### config.mk
export PLATFORM = sky130hd
export DESIGN_NAME = tx_port_req_gen
export DESIGN_NICKNAME = d
export VERILOG_FILES = /design/src/rtl/tx_port_pkg.sv /design/src/rtl/tx_port_len_calc.sv /design/src/rtl/tx_port_req_gen.sv
export SDC_FILE = /design/constraint.sdc
export NUM_CORES = 1
export LEC_CHECK = 0
export CAP_MARGIN = 20
export CORE_MARGIN = 5
export CORE_UTILIZATION = 55
export CTS_BUF_LIST = sky130_fd_sc_hd__clkbuf_8
export CTS_CLUSTER_SIZE = 20
export DETAILED_ROUTE_END_ITERATION = 10
export PLACE_DENSITY_LB_ADDON = 0.08
export RECOVER_POWER = 25
export REMOVE_ABC_BUFFERS = 1
export SYNTH_ARGS = -nofsm -noshare
export SYNTH_HDL_FRONTEND = slang
export SYNTH_SLANG_ARGS = --single-unit
### constraint.sdc
create_clock -name CLK -period 6.6 [get_ports CLK]
set_input_delay 1.32 -clock CLK [delete_from_list [all_inputs] [get_ports CLK]]
set_output_delay 1.32 -clock CLK [all_outputs]
set_load 0.02 [all_outputs]
### src/rtl/tx_port_pkg.sv
// Shared state type, constants and length helpers for the RIFFA TX port request generator.
package tx_port_pkg;

  typedef enum logic [2:0] {
    S_IDLE,
    S_FETCH,
    S_CALC,
    S_REQ,
    S_DRAIN,
    S_DONE
  } state_t;

  localparam int C_PCIE_BOUNDARY     = 4096;
  localparam int C_MAX_PAYLOAD_WORDS = 256;

  function automatic logic [31:0] mps_words(input logic [2:0] mps);
    logic [31:0] w;
    if (mps >= 3'd3) w = 32'(C_MAX_PAYLOAD_WORDS);
    else             w = 32'd32 << mps;
    return w;
  endfunction

  // ceil(len / dwords-per-beat); a 256-dword request on a 32-bit path wraps the 8-bit field
  function automatic logic [7:0] beats(input logic [9:0] len, input int width);
    logic [31:0] wpb;
    wpb = 32'(width / 32);
    return 8'(({22'd0, len} + wpb - 32'd1) / wpb);
  endfunction

endpackage

### src/rtl/tx_port_len_calc.sv
// Combinational request sizing: min of element, transaction, max-payload and 4 KB boundary
// lengths, plus the beat count and last flag for that request.
module tx_port_len_calc
  import tx_port_pkg::*;
#(
  parameter int C_DATA_WIDTH = 128
) (
  input  logic [31:0] elem_rem,
  input  logic [31:0] txn_rem,
  input  logic [2:0]  mps,
  input  logic [11:0] addr_lo,
  output logic [9:0]  len,
  output logic [7:0]  beat_cnt,
  output logic        last
);

  logic [31:0] bnd_words;
  logic [31:0] min_data;
  logic [31:0] min_limit;
  logic [31:0] min_all;

  always_comb begin
    bnd_words = (32'(C_PCIE_BOUNDARY) - {20'd0, addr_lo}) >> 2;
    min_data  = (elem_rem < txn_rem) ? elem_rem : txn_rem;
    min_limit = (mps_words(mps) < bnd_words) ? mps_words(mps) : bnd_words;
    min_all   = (min_data < min_limit) ? min_data : min_limit;
    // min_limit never exceeds 256, so the request length always fits 10 bits
    len       = 10'(min_all);
    beat_cnt  = beats(len, C_DATA_WIDTH);
    last      = (min_all == txn_rem);
  end

endmodule

### src/rtl/tx_port_req_gen.sv
// RIFFA TX port request generator: walks SG elements and issues split TX engine write requests.
// Optional SG error abort is compiled in with `define TX_REQ_GEN_ERR_EN.
module tx_port_req_gen
  import tx_port_pkg::*;
#(
  parameter int C_DATA_WIDTH      = 128,
  parameter int C_MAX_OUTSTANDING = 4
) (
  input  logic        CLK,
  input  logic        RST_N,
  input  logic [2:0]  CONFIG_MAX_PAYLOAD_SIZE,
  input  logic        TXN,
  output logic        TXN_ACK,
  input  logic [31:0] TXN_LEN,
  input  logic        SG_ELEM_RDY,
  input  logic        SG_ELEM_EMPTY,
  input  logic [63:0] SG_ELEM_ADDR,
  input  logic [31:0] SG_ELEM_LEN,
  output logic        SG_ELEM_REN,
  input  logic        SG_ERR,
  output logic        SG_RST,
  output logic        TX_REQ,
  input  logic        TX_REQ_ACK,
  output logic [63:0] TX_ADDR,
  output logic [9:0]  TX_LEN,
  output logic        TX_LAST,
  output logic [7:0]  TX_BEATS,
  input  logic        TX_SENT,
  output logic        DONE,
  output logic [31:0] DONE_LEN,
  output logic        DONE_ERR,
  input  logic        DONE_ACK
);

  localparam int C_OUT_WIDTH = $clog2(C_MAX_OUTSTANDING + 1);

  state_t                 state;
  logic [31:0]            txn_rem;
  logic [31:0]            elem_rem;
  logic [31:0]            sent_len;
  logic [63:0]            addr;
  logic                   err_seen;
  logic [C_OUT_WIDTH-1:0] outstanding;
  logic [C_OUT_WIDTH-1:0] outstanding_next;
  logic                   slot_free;
  logic                   req_acc;
  logic                   sent_acc;
  logic                   sg_err_act;
  logic [9:0]             calc_len;
  logic [7:0]             calc_beats;
  logic                   calc_last;

  tx_port_len_calc #(
    .C_DATA_WIDTH(C_DATA_WIDTH)
  ) u_len_calc (
    .elem_rem (elem_rem),
    .txn_rem  (txn_rem),
    .mps      (CONFIG_MAX_PAYLOAD_SIZE),
    .addr_lo  (addr[11:0]),
    .len      (calc_len),
    .beat_cnt (calc_beats),
    .last     (calc_last)
  );

  assign req_acc  = TX_REQ & TX_REQ_ACK;
  assign sent_acc = TX_SENT & (outstanding != '0);

  always_comb begin
    outstanding_next = outstanding;
    if (req_acc & ~sent_acc)      outstanding_next = outstanding + C_OUT_WIDTH'(1);
    else if (sent_acc & ~req_acc) outstanding_next = outstanding - C_OUT_WIDTH'(1);
  end

  // Decisions use the post-update count so a TX_SENT frees a slot in the very next cycle
  assign slot_free = (outstanding_next < C_OUT_WIDTH'(C_MAX_OUTSTANDING));

`ifdef TX_REQ_GEN_ERR_EN
  assign sg_err_act = SG_ERR & ((state == S_FETCH) | (state == S_CALC) | (state == S_REQ));
`else
  logic sg_err_unused;
  assign sg_err_unused = SG_ERR;
  assign sg_err_act    = 1'b0;
`endif

  always_ff @(posedge CLK or negedge RST_N) begin
    if (!RST_N) begin
      state       <= S_IDLE;
      txn_rem     <= '0;
      elem_rem    <= '0;
      sent_len    <= '0;
      addr        <= '0;
      err_seen    <= 1'b0;
      outstanding <= '0;
      TXN_ACK     <= 1'b0;
      SG_ELEM_REN <= 1'b0;
      SG_RST      <= 1'b0;
      TX_REQ      <= 1'b0;
      TX_ADDR     <= '0;
      TX_LEN      <= '0;
      TX_LAST     <= 1'b0;
      TX_BEATS    <= '0;
      DONE        <= 1'b0;
      DONE_LEN    <= '0;
      DONE_ERR    <= 1'b0;
    end else begin
      TXN_ACK     <= 1'b0;
      SG_ELEM_REN <= 1'b0;
      SG_RST      <= 1'b0;
      outstanding <= outstanding_next;

      case (state)
        S_IDLE: begin
          if (TXN) begin
            TXN_ACK  <= 1'b1;
            txn_rem  <= TXN_LEN;
            sent_len <= '0;
            err_seen <= 1'b0;
            state    <= (TXN_LEN == '0) ? S_DRAIN : S_FETCH;
          end
        end

        S_FETCH: begin
          if (SG_ELEM_RDY) begin
            SG_ELEM_REN <= 1'b1;
            addr        <= SG_ELEM_ADDR;
            elem_rem    <= SG_ELEM_LEN;
            // An empty element carries nothing to request; just consume it
            if (SG_ELEM_LEN != '0) state <= S_CALC;
          end else if (SG_ELEM_EMPTY) begin
            state <= S_DRAIN;
          end
        end

        S_CALC: begin
          TX_ADDR  <= addr;
          TX_LEN   <= calc_len;
          TX_BEATS <= calc_beats;
          TX_LAST  <= calc_last;
          TX_REQ   <= slot_free;
          state    <= S_REQ;
        end

        S_REQ: begin
          if (req_acc) begin
            TX_REQ   <= 1'b0;
            addr     <= addr + {52'd0, TX_LEN, 2'b00};
            elem_rem <= elem_rem - {22'd0, TX_LEN};
            txn_rem  <= txn_rem - {22'd0, TX_LEN};
            sent_len <= sent_len + {22'd0, TX_LEN};
            if (txn_rem == {22'd0, TX_LEN})       state <= S_DRAIN;
            else if (elem_rem == {22'd0, TX_LEN}) state <= S_FETCH;
            else                                  state <= S_CALC;
          end else if (!TX_REQ) begin
            TX_REQ <= slot_free;
          end
        end

        S_DRAIN: begin
          if (outstanding_next == '0) begin
            DONE     <= 1'b1;
            DONE_LEN <= sent_len;
            DONE_ERR <= err_seen;
            state    <= S_DONE;
          end
        end

        S_DONE: begin
          if (DONE_ACK) begin
            DONE     <= 1'b0;
            DONE_ERR <= 1'b0;
            state    <= S_IDLE;
          end
        end

        default: state <= S_IDLE;
      endcase

      // Abort overrides the normal next state; a same-cycle ACK above still counts
      if (sg_err_act) begin
        TX_REQ   <= 1'b0;
        SG_RST   <= 1'b1;
        err_seen <= 1'b1;
        state    <= S_DRAIN;
      end
    end
  end

endmodule
# Word-level counts from Yosys, hierarchy flattened
# Cells that the tools add are included.
# classes
mul,0
shifts,1
order_cmp,5
eq_ne,15
n_bitwise,6
addsub,9
reduce_logical,14
n_div,0
n_mux,41
# op_table
cell,count
32-bit 2-to-1 mux,10
32-bit case mux with 2 select lines,3
64-bit 2-to-1 mux,2
64-bit case mux with 2 select lines,1
64-bit by 12-bit adder with 64-bit output,1
32-bit by 10-bit == test with 1-bit output,2
32-bit less-than comparator,2
32-bit by 10-bit subtractor with 32-bit output,2
3-bit 2-to-1 mux,11
32-bit by 10-bit adder with 32-bit output,1
32-bit == test,1
32-bit logical NOT,1
32-bit by 30-bit less-than comparator with 1-bit output,1
32-bit nonzero test,1
6-bit by 3-bit left shift with 32-bit output (first input constant),1
3-bit case mux with 6 select lines,1
13-bit by 12-bit subtractor with 14-bit output (first input constant),1
10-bit by 3-bit adder with 10-bit output (second input constant),1
2-bit != test (second input constant),5
10-bit by 1-bit subtractor with 10-bit output (second input constant),1
1-bit 2-to-1 mux,9
3-bit AND reduction,3
2-bit nonzero test,4
3-bit by 2-bit == test with 1-bit output (second input constant),2
other kinds (15),24
# totals
reg_bits,286
output_inout_bits,121
input_bits,140
ram_bits,0
wordCells,107
latch_bits,0
rom_bits,0
mem_count,0

# Depth between registers and ports, before layout
# depth
ltp_word,9
depth_mapped,28
depth_no_buf,24

# Cells and area by module
# From an unflattened synthesis, not the netlist that was laid out.
# unflattened
cells_unflattened,1967
area_unflattened_um2,17919.7
# modules_own_cells
module,cells_each,n_inst,area_each_um2,seq_area_each_um2
tx_port_req_gen,1640,1,15667.5,7131.8
tx_port_len_calc,327,1,2252.2,0.0

# Worst setup path after synthesis
# Ideal clock, no wire load.
# synth_path
path_kind,flip-flop to flip-flop
from,reg addr[3]
to,reg TX_BEATS[7]
t_arrival_ns,5.665
required_ns,6.460
setup_slack_ns,0.794
setup_time_ns,0.140
path_buffers,2
path_stages_with_launch,25
synth_period_minus_slack_ns,5.806
cell_sequence,dfrtp_1 > or4_1 > buf_4 > nor3_4 > or2b_1 > o21ai_0 > nand2_1 > ha_1 > a21o_1 > a21o_1 > nor3_1 > o21ai_0 > o31a_1 > ha_1 > a21o_1 > a21o_1 > a21o_1 > a2111o_1 > o41ai_2 > nand3_1 > buf_6 > mux2_4 > nor4_4 > a31o_2 > a31oi_1
# synth_between
elab_chain_cells,7
# synth_rtl
element,line_no,source
from (decl),tx_port_req_gen.sv:41,logic [63:0] addr;
from (signal assigned),tx_port_req_gen.sv:146,"addr <= addr + {52'd0, TX_LEN, 2'b00};"
13-bit by 12-bit subtractor with 14-bit output (*),tx_port_len_calc.sv:23,"bnd_words = (32'(C_PCIE_BOUNDARY) - {20'd0, addr_lo}) >> 2;"
32-bit by 30-bit less-than comparator with 1-bit output,tx_port_len_calc.sv:25,min_limit = (mps_words(mps) < bnd_words) ? mps_words(mps) : bnd_words;
32-bit 2-to-1 mux (*),tx_port_len_calc.sv:25,
32-bit less-than comparator,tx_port_len_calc.sv:26,min_all = (min_data < min_limit) ? min_data : min_limit;
32-bit 2-to-1 mux (*),tx_port_len_calc.sv:26,
10-bit by 3-bit adder with 10-bit output (*),tx_port_pkg.sv:27,"return 8'(({22'd0, len} + wpb - 32'd1) / wpb);"
10-bit by 1-bit subtractor with 10-bit output (*),tx_port_pkg.sv:27,
to (signal assigned),tx_port_req_gen.sv:137,TX_BEATS <= calc_beats;
to (decl),tx_port_req_gen.sv:27,"output logic [7:0] TX_BEATS,"
# Every way passes the cells marked *; elsewhere a longest branch is shown, timed or not.
# A chain may end at the register's enable or synchronous reset.

# Worst setup path in the final report
# Ends and elaborated chain as after synthesis.

==> out/results.txt <==
first-pass GRT wire length - 90,900 um
placed cells - 2,742
dominant synthesized flop cell - dfrtp_1
Pre-antenna DRT Iters - 6
H-tree depth - 2
Final Critical Period - 6260 ps
Worst-Margin Slew - 5230 ps
most frequent cells after synthesis - nand2_1 (444), dfrtp_1 (285), o21ai_0 (135)
port bufs - 257
Yosys top cell area share - 39.8%
n_diodes - 0
kind of critical path - register to register
Ports - 261
Distinct cells, synth - 83
layout cells sized above 1 - 7.20%
Worst-Skew Late Latency - 590 ps
Chip Width - 190 um
Synth Cell Area - 17,900 um2
layout overhead on the synthesized area - 22.5%
most common cell in the synthesized netlist - nand2_1
Sink Count - 285
Final nets - 2,591
DIE HEIGHT - 190 um
maximum root-to-sink buffer count - 3
fraction of registers with async set/reset - 100%
# rows - 66
Ys Warns - 0
vias post-DR - 17,583
max_cap viols - 1
Synth area leaders - dfrtp_1 (40%), nand2_1 (9.3%), ha_1 (6.3%), o21ai_0 (3.8%), a21oi_1 (2.9%)
vias in the first global route - 17,164
worst slack, placed - 100 ps
failing checks - max-capacitance violations, max-slew violations
Fin Hold WS - 472 ps
status - complete, but fails checks
total chip power - 10,200 uW
largest net degree at the start of global routing - 138
Cells on Worst Hold Path - 2
final setup TNS - 0 ps
Worst VDD drop - 279 uV
WP data required - 7010 ps
full die area - 36,300 um2
Post-Route WL - 57,200 um
Pleak - 0.00981 uW
Mapped Cells - 2,131
# fillers - 2,752
RD Place Congestion - 0.930
Finished Layout Cells - 2,832
setup ws final - 339 ps
initial antenna violation count - 0
clk slew on worst S/H paths - 60 ps
Critical Path AT - 6670 ps
clk root buf - clkbuf_8
mean area per synthesized cell - 8.41 um2
min-delay worst type - register to register
Post-CTS Hold Buffers - 0
post-synthesis register bit count - 285
Routed Antenna Nets - 0
final hold vios - 0
DR iter-0 viols - 1,782
power per cell area - 464 nW/um2
# DRC - 0
count of final setup violators - 0
CTS buffer count - 49
relative slew slack - -249%
clk_skew - 26.1 ps
Detailed Place HPWL - 39,800 um
Fmax achieved - 160 MHz
Vias/cell - 6.21
gr usage total - 30.8%
Worst Setup End Kind - register
crit-path max FO - 14
Seq/Total Area, Yosys - 39.8%
R2R depth - 23
Post-synth EDFFs - 0
Slew Viols, Final - 89
Core ar. - 32,400 um2
wire length per cell - 20.2 um
grt total ovfl - 0
Final Cycle Share - 94.9%
CTS tree - yes
biggest area consumer among synthesized cells - dfrtp_1
initial core utilization - 55.3%
Setup crit start kind - register
## registers in the layout (all words and copies together) (netlist names)
register / count
TX_ADDR: 64
addr: 64
DONE_LEN: 32
elem_rem: 32
sent_len: 32
txn_rem: 32
TX_LEN: 10
TX_BEATS: 8
outstanding: 3
state: 3
DONE: 1
SG_ELEM_REN: 1
TXN_ACK: 1
TX_LAST: 1
TX_REQ: 1
## where the power goes
| group | internal, uW | leakage [uW] | switching, uW |
|---|---|---|---|
| clock network | 931 | 0.000575 | 757 |
| registers | 2410 | 0.00365 | 860 |
| logic | 2190 | 0.00559 | 3020 |
## path summary, 6_finish.rpt
path / end / from / slack (ps)
worst max-delay path: TX_BEATS[7] / addr[3] / 340
worst min-delay path: TX_ADDR[4] / TX_ADDR[4] / 470
worst max register to register: TX_BEATS[7] / addr[3] / 340
worst min register to register: TX_ADDR[4] / TX_ADDR[4] / 470
max in group asynchronous: TX_ADDR[38] / RST_N / 990
min in group asynchronous: DONE_LEN[19] / RST_N / 2650
## stage by stage
step                      util [%]  area, um2
after global routing          67.8      21900
after detailed placement      64.4      20800
after floorplan                  -      17500
after CTS                     67.5      21900
final                         67.8      21900
after global placement        64.4      20800
## final cells by class
cell class	instances	area (um2)	share of cell area [%]
Clock buffer	63	867	3.95
Clock inverter	21	150	0.684
Inverter	109	409	1.86
Multi-Input combinational cell	1623	9980	45.5
Sequential cell	285	7130	32.5
Tap cell	442	553	2.52
Timing Repair Buffer	289	2860	13.0
## placed cells by master (no fill, tap or decap), types with 10 or more instances in the layout
master and instances:
ha_1 90, dfrtp_1 285, o211ai_1 20, nand4_1 36
a22oi_1 18, mux2i_1 42, inv_1 119, o21ai_0 135
a31oi_1 18, nor2_1 116, o22ai_1 12, a21oi_1 104
clkbuf_8 63, buf_4 28, and3_1 36, nand2_1 441
a21boi_0 10, nand3_1 78, o21a_1 13, nor3_1 63
a211oi_1 20, nor2b_1 12, a32oi_1 27, mux2_2 37
clkdlybuf4s50_1 256, xnor2_1 48, a21o_1 15, or3_1 11
nor4_1 33
## what timing repair did
action / in CTS / in global routing
gates resized for setup: 0 / 6
endpoints found under the setup margin: 0 / 7
buffers inserted: 0 / 3
## cells by family after synthesis
family / Yosys count / share of synthesized area (%)
DFF: 285 / 39.8
buffers and inverters: 226 / 4.86
and+or+nand+nor: 893 / 22.9
adders and majority gates: 96 / 6.85
xor gates and xnor gates: 57 / 2.79
AOI/OAI and AO/OA: 492 / 18.0
muxes: 80 / 4.76
other: 2 / 0.0419
## worst max-delay path, stage by stage (launching register included)
cell and delay (ps):
dfrtp_1 440, or4_4 640, nor3_4 230, or2b_1 290, o21ai_0 160, nand2_1 100, ha_1 320, a21o_1 190
a21o_2 280, nor3_2 290, buf_4 170, o31a_1 160, ha_1 260, a21o_1 180, a21o_1 160, a21o_1 200
a2111o_1 350, o41ai_2 280, nand3_1 130, buf_4 220, mux2_2 360, nor4_4 400, a31o_2 210, a31oi_1 70
## metal layers
metal | up-vias | wire, um | global-route usage [%]
met2 | 869 | 25900 | 47.7
met4 | 0 | 1580 | 9.67
li1 | 8068 | - | -
met5 | - | 0 | 0
met3 | 134 | 5020 | 5.27
met1 | 8512 | 24600 | 44.4
Power figures use the tool's default switching activity.
